--- src/rtl/descriptor_prefetch_buffer_if.sv ---
// Handshake bundle between the prefetch buffer, the descriptor allocator and the enqueue path.
// Latency: none, wires only.
// Backpressure: carries alloc valid/ack, desc valid/pop and free valid/ack pairs.
interface descriptor_prefetch_buffer_if #(
    parameter int DESCRIPTOR_MEM_ADDR_WIDTH = 10,
    parameter int DEPTH                     = 8
);
    localparam int LW = $clog2(DEPTH) + 1;

    // allocator offer side
    logic [DESCRIPTOR_MEM_ADDR_WIDTH-1:0] alloc_addr_i;
    logic                                 alloc_valid_i;
    logic                                 alloc_ack_o;
    // enqueue path side
    logic [DESCRIPTOR_MEM_ADDR_WIDTH-1:0] desc_addr_o;
    logic                                 desc_valid_o;
    logic                                 desc_pop_i;
    // flush / return side
    logic                                 flush_i;
    logic [DESCRIPTOR_MEM_ADDR_WIDTH-1:0] free_addr_o;
    logic                                 free_valid_o;
    logic                                 free_ack_i;
    logic                                 flush_done_o;
    logic [LW-1:0]                        level_o;

    // environment side: allocator plus enqueue logic
    modport master (
        output alloc_addr_i, alloc_valid_i, desc_pop_i, flush_i, free_ack_i,
        input  alloc_ack_o, desc_addr_o, desc_valid_o, free_addr_o, free_valid_o,
        input  flush_done_o, level_o
    );

    // prefetch buffer side
    modport slave (
        input  alloc_addr_i, alloc_valid_i, desc_pop_i, flush_i, free_ack_i,
        output alloc_ack_o, desc_addr_o, desc_valid_o, free_addr_o, free_valid_o,
        output flush_done_o, level_o
    );
endinterface

--- src/rtl/descriptor_prefetch_buffer.sv ---
// Show-ahead FIFO of free descriptor addresses prefetched from the allocator; returns leftovers on flush.
// Latency: accept->head visible 1 cycle, pop->next head 1 cycle, flush->first return 1 cycle.
// Backpressure: accepts at most every other cycle and only when not full; returns held until free_ack_i.
module descriptor_prefetch_buffer #(
    parameter int DESCRIPTOR_MEM_ADDR_WIDTH = 10,
    parameter int DEPTH                     = 8
) (
    input  logic                          clk_i,
    input  logic                          rst_n_i,
    descriptor_prefetch_buffer_if.slave   bus
);
    localparam int AW = $clog2(DEPTH);
    localparam int CW = $clog2(DEPTH) + 1;
    localparam logic [CW-1:0] FULL = CW'(DEPTH);

    typedef enum logic {FILL, DRAIN} state_t;

    state_t state, state_nxt;

    logic [DESCRIPTOR_MEM_ADDR_WIDTH-1:0] mem [DEPTH];
    logic [AW-1:0] rd_ptr, wr_ptr;
    logic [CW-1:0] count;
    // blocks a second accept of the allocator's registered valid, which falls one cycle after ack
    logic          holdoff;

    logic push, pop, empty;
    logic ack, desc_vld, free_vld, done;

    assign empty = (count == '0);

    // FSM next state and handshake decodes; outputs depend only on registers and alloc_valid_i
    always_comb begin
        state_nxt = state;
        ack       = 1'b0;
        desc_vld  = 1'b0;
        free_vld  = 1'b0;
        done      = 1'b0;
        push      = 1'b0;
        pop       = 1'b0;
        case (state)
            FILL: begin
                ack      = bus.alloc_valid_i & (count < FULL) & ~holdoff;
                push     = ack;
                desc_vld = ~empty;
                pop      = desc_vld & bus.desc_pop_i;
                if (bus.flush_i) state_nxt = DRAIN;
            end
            DRAIN: begin
                free_vld = ~empty;
                pop      = free_vld & bus.free_ack_i;
                if (empty) begin
                    done      = 1'b1;
                    state_nxt = FILL;
                end
            end
            default: state_nxt = FILL;
        endcase
    end

    // state register
    always_ff @(posedge clk_i or negedge rst_n_i) begin
        if (!rst_n_i) state <= FILL;
        else          state <= state_nxt;
    end

    // pointers, occupancy and accept holdoff
    always_ff @(posedge clk_i or negedge rst_n_i) begin
        if (!rst_n_i) begin
            rd_ptr  <= '0;
            wr_ptr  <= '0;
            count   <= '0;
            holdoff <= 1'b0;
        end else begin
            holdoff <= push;
            if (push) wr_ptr <= wr_ptr + 1'b1;
            if (pop)  rd_ptr <= rd_ptr + 1'b1;
            case ({push, pop})
                2'b10:   count <= count + 1'b1;
                2'b01:   count <= count - 1'b1;
                default: count <= count;
            endcase
        end
    end

    // address storage; contents are don't-care until written so it has no reset
    always_ff @(posedge clk_i) begin
        if (push) mem[wr_ptr] <= bus.alloc_addr_i;
    end

    // ack is also masked by reset so nothing is granted while the block is held in reset
    assign bus.alloc_ack_o  = ack & rst_n_i;
    assign bus.desc_valid_o = desc_vld;
    assign bus.desc_addr_o  = desc_vld ? mem[rd_ptr] : '0;
    assign bus.free_valid_o = free_vld;
    assign bus.free_addr_o  = free_vld ? mem[rd_ptr] : '0;
    assign bus.flush_done_o = done;
    assign bus.level_o      = count;
endmodule

--- src/flat_wrapper.sv ---
// flat-port wrapper written by rule: the top's interface ports become plain ports
module descriptor_prefetch_buffer_flat 
#(
    parameter int DESCRIPTOR_MEM_ADDR_WIDTH = 10,
    parameter int DEPTH                     = 8
)
  (clk_i, rst_n_i, bus_alloc_addr_i, bus_alloc_valid_i, bus_desc_pop_i, bus_flush_i, bus_free_ack_i, bus_alloc_ack_o, bus_desc_addr_o, bus_desc_valid_o, bus_free_addr_o, bus_free_valid_o, bus_flush_done_o, bus_level_o);
  descriptor_prefetch_buffer_if #(.DESCRIPTOR_MEM_ADDR_WIDTH(DESCRIPTOR_MEM_ADDR_WIDTH), .DEPTH(DEPTH)) bus_i ();
  input  logic clk_i;
  input  logic rst_n_i;
  input wire logic [$bits(bus_i.alloc_addr_i)-1:0] bus_alloc_addr_i;
  input wire logic [$bits(bus_i.alloc_valid_i)-1:0] bus_alloc_valid_i;
  input wire logic [$bits(bus_i.desc_pop_i)-1:0] bus_desc_pop_i;
  input wire logic [$bits(bus_i.flush_i)-1:0] bus_flush_i;
  input wire logic [$bits(bus_i.free_ack_i)-1:0] bus_free_ack_i;
  output wire logic [$bits(bus_i.alloc_ack_o)-1:0] bus_alloc_ack_o;
  output wire logic [$bits(bus_i.desc_addr_o)-1:0] bus_desc_addr_o;
  output wire logic [$bits(bus_i.desc_valid_o)-1:0] bus_desc_valid_o;
  output wire logic [$bits(bus_i.free_addr_o)-1:0] bus_free_addr_o;
  output wire logic [$bits(bus_i.free_valid_o)-1:0] bus_free_valid_o;
  output wire logic [$bits(bus_i.flush_done_o)-1:0] bus_flush_done_o;
  output wire logic [$bits(bus_i.level_o)-1:0] bus_level_o;
  assign bus_i.alloc_addr_i = bus_alloc_addr_i;
  assign bus_i.alloc_valid_i = bus_alloc_valid_i;
  assign bus_i.desc_pop_i = bus_desc_pop_i;
  assign bus_i.flush_i = bus_flush_i;
  assign bus_i.free_ack_i = bus_free_ack_i;
  assign bus_alloc_ack_o = bus_i.alloc_ack_o;
  assign bus_desc_addr_o = bus_i.desc_addr_o;
  assign bus_desc_valid_o = bus_i.desc_valid_o;
  assign bus_free_addr_o = bus_i.free_addr_o;
  assign bus_free_valid_o = bus_i.free_valid_o;
  assign bus_flush_done_o = bus_i.flush_done_o;
  assign bus_level_o = bus_i.level_o;
  descriptor_prefetch_buffer #(.DESCRIPTOR_MEM_ADDR_WIDTH(DESCRIPTOR_MEM_ADDR_WIDTH), .DEPTH(DEPTH)) u_core (.clk_i(clk_i), .rst_n_i(rst_n_i), .bus(bus_i));
endmodule
--- config.mk ---
export PLATFORM = sky130hd
export DESIGN_NAME = descriptor_prefetch_buffer_flat
export DESIGN_NICKNAME = d
export VERILOG_FILES = /design/src/rtl/descriptor_prefetch_buffer_if.sv /design/src/rtl/descriptor_prefetch_buffer.sv /design/src/flat_wrapper.sv
export SDC_FILE = /design/constraint.sdc
export NUM_CORES = 1
export LEC_CHECK = 0
export ABC_CLOCK_PERIOD_IN_PS = 3000
export CAP_MARGIN = 20
export CORE_MARGIN = 2
export CORE_UTILIZATION = 26
export CTS_CLUSTER_SIZE = 10
export DETAILED_ROUTE_END_ITERATION = 8
export GPL_TIMING_DRIVEN = 0
export SETUP_SLACK_MARGIN = 0.3
export SYNTH_ARGS = -nofsm -noshare
export SYNTH_HDL_FRONTEND = slang
export SYNTH_SLANG_ARGS = --single-unit
export TNS_END_PERCENT = 20
--- constraint.sdc ---
create_clock -name clk_i -period 3 [get_ports clk_i]
set_input_delay 0.9 -clock clk_i [delete_from_list [all_inputs] [get_ports clk_i]]
set_output_delay 0.9 -clock clk_i [all_outputs]
set_load 0.02 [all_outputs]
==> results.yml <==
yosys:
  ys_seq_elements: 92
  netlist_area_mm2: 0.00378
  synth_area_per_cell_um2: 18.5
  yosysWarnings: 0
  yosys.cell_types.count: 26
  synth_cells: 204
  synth_fp_nets: 225
  ys_seq_area_share_pct: 71.5
critical_path:
  critical_path_class: "flop to output port"
  crit-reg2reg-launch: "u_core.state$_DFF_PN0_"
  startpoint_type: "flop"
  worstPathRequired_ns: 2.10
  rr_worst_depth: 4
  reg2reg_to: "u_core.mem[5][3]$_DFFE_PP_"
  crit_fanout: 7
  end_kind: "output port"
  reg2reg_slack_ns: 0.67
  cp.arrival_ns: 2.01
run_status:
  status: "completed"
detailed_routing:
  drt_pass1_iterations: 4
  first_iter_violations: 112
  routed_wl_mm: 7.73
  wire_per_inst_um: 16.5
  ant_nets: 0
  vias: 2023
  drc: 0
  avgViaCountPerCell: 4.32
grt:
  track_usage_pct: 10.4
  grt_pass1_wl_mm: 12.0
  grt_pass1_vias: 2107
  met3_usage_pct: 2.49
  grt_max_degree: 15
  gr-total-overflow: 0
  grt_use_met2_pct: 16.7
  grt_use_met1_pct: 13.9
  busiest_layer: "met2"
  antenna_found_initial: 0
run:
  drv_cap: 0
clock_tree:
  cts.clk_slew.worst_paths_ns: 0.06
  cts_tree: "built"
  clk_latency_ns: 0.33
  cts_made_buffers: 9
  cts.sinks: 92
  cts_buffer_depth: 2
  hold_buffers: 0
  cts-root-buf: "clkbuf_16"
  h-tree-depth: 3
floorplanning:
  start_util_pct: 26.3
  die_y_um: 125
  num_io_pins: 44
  die_area_mm2: 0.0155
  chipWidth_um: 125
  rows: 44
  core_mm2: 0.0144
hold_path:
  holdPathStages: 1
  min-delay-start: "u_core.wr_ptr[0]$_DFFE_PN0P_"
  worstHoldPathType: "flop to flop"
  whs_endpoint: "u_core.wr_ptr[0]$_DFFE_PN0P_"
power_and_ir_drop:
  powerDensity_mw_per_mm2: 1000
  p_total_mw: 4.98
  leakagePower_nw: 1.73
  max-vdd-ir-drop_v: 0.000455
timing:
  slew_headroom_pct: 30.8
  fin_tns_setup_ns: 0
  setup_ws_ns: 0.0877
  setup_violations: 0
  worst_pin_slew_ns: 1.03
  post-route-period-util_pct: 97.1
  period_minus_slack_ns: 2.91
  hold_viol_final: 0
  timing.fmax_mhz: 343
  skew_ns: 0.00557
  drv_slew: 0
  rsz0062_at_grt: "yes"
final_layout:
  utilization_pct: 34.6
  instances_no_fill: 468
  fin_nets: 300
  drive_gt1_share_pct: 36.6
  syn_to_final_growth_pct: 31.6
  antenna_cells: 0
placed_design:
  port_buffers: 43
  hpwl_mm: 4.89
  gp_congestion: 0.680
  dp_cells: 433
  place_ws_ns: -0.502
-- critical path, stage by stage, from the launching register on --
cell     delay, ns
dfrtp_2       0.44
buf_12        0.16
buf_12        0.12
mux4_2        0.51
mux2i_2       0.21
nor2_1        0.08
buf_4         0.16
-- cells in the mapped netlist --
cell type  count  area, µm²
nor2_1        29        109
inv_1          3       11.3
nand3b_1       1       7.51
xor2_1         6       52.6
mux4_2        19        428
or2_2          1       6.26
edfxtp_1      80       2400
a211o_1        1       8.76
nand2b_1       6       37.5
buf_6          2       22.5
ha_1           5       62.6
mux2i_1       10        100
dfrtp_1       12        300
xnor2_1        3       26.3
mux2_2         3       33.8
buf_2          5       25.0
nor4b_4        1       23.8
nor4_2         1       12.5
a21oi_2        1       8.76
nor3b_1        1       7.51
a21oi_1        3       15.0
nor4bb_1       1       10.0
nor3_1         2       10.0
and2_1         2       12.5
nand2_1        5       18.8
mux4_1         1       26.3
-- layout make-up --
class,instances,area [µm²]
Buffer,7,88.8
Tap cell,184,230
Clock inverter,6,55.1
Multi-Input combinational cell,102,1090
Clock buffer,10,229
Fill cell,1356,9400
Inverter,3,11.3
Timing Repair Buffer,64,562
Sequential cell,92,2710
-- cell families after synthesis --
| group | synth area share, % |
|---|---|
| flip-flops | 71.5 |
| AND/OR/NAND/NOR | 6.76 |
| buffers and inverters | 1.56 |
| AO/OA/AOI/OAI | 0.861 |
| adder cells (fa/ha/maj) | 1.66 |
| multiplexers | 15.6 |
| XOR/XNOR | 2.09 |
-- per-layer routing --
metal | routed length, µm | part of all wire [%]
met1 | 3520 | 46
met2 | 3800 | 49
met3 | 308 | 4.0
met4 | 89 | 1.2
met5 | 0 | 0
-- metrics by stage --
step	hold WS (ns)	instance area, µm²
2_1_floorplan	0.470	3780
3_3_place_gp	0.490	4440
3_5_place_dp	0.485	4470
4_1_cts	0.526	4840
5_1_grt	0.563	4970
6_report	0.525	4970
-- power by group --
group / switching, mW / internal, mW
logic: 1.12 / 1.13
registers: 0.135 / 1.51
clock network: 0.442 / 0.637
-- state kept, by name, summed over array words and instances, names as in the netlist --
register            flops
u_core.holdoff          1
u_core.bus.level_o      4
u_core.wr_ptr           3
u_core.state            1
u_core.rd_ptr           3
u_core.mem             80
-- repair_timing --
item	CTS	global route
gates cloned	0	0
resized for setup	124	10
setup endpoints to repair	90	23
pin swaps	4	1
setup buffers	6	8
-- worst max-delay path by stage --
stage | start | depth (start not counted) | to
6_report | u_core.rd_ptr[0]$_DFFE_PN0P_ | 6 | bus_free_addr_o[9]
5_1_grt | u_core.rd_ptr[0]$_DFFE_PN0P_ | 6 | bus_free_addr_o[5]
3_5_place_dp | rst_n_i | 3 | bus_alloc_ack_o
4_1_cts | u_core.rd_ptr[0]$_DFFE_PN0P_ | 5 | bus_free_addr_o[3]
2_1_floorplan | bus_alloc_valid_i | 9 | u_core.bus.level_o[2]$_DFFE_PN0P_
3_3_place_gp | bus_alloc_valid_i | 4 | u_core.mem[1][1]$_DFFE_PP_
-- layout by cell type, fill, tap and decap left out, types with 2 or more instances in the layout --
cell type	n
edfxtp_1	80
buf_4	32
nor2_1	29
mux4_2	19
clkdlybuf4s50_1	17
clkbuf_16	9
mux2i_2	7
dfrtp_1	7
nand2b_1	6
xor2_1	6
buf_6	5
nand2_1	5
ha_1	5
dfrtp_2	5
buf_12	4
inv_1	3
buf_2	3
mux2_2	3
a21oi_1	3
xnor2_1	3
clkinv_1	3
clkdlybuf4s15_2	3
mux2i_4	2
nor3_2	2
and2_1	2
dlygate4sd2_1	2
clkdlybuf4s15_1	2
clkbuf_2	2
Power figures use the tool's default switching activity.
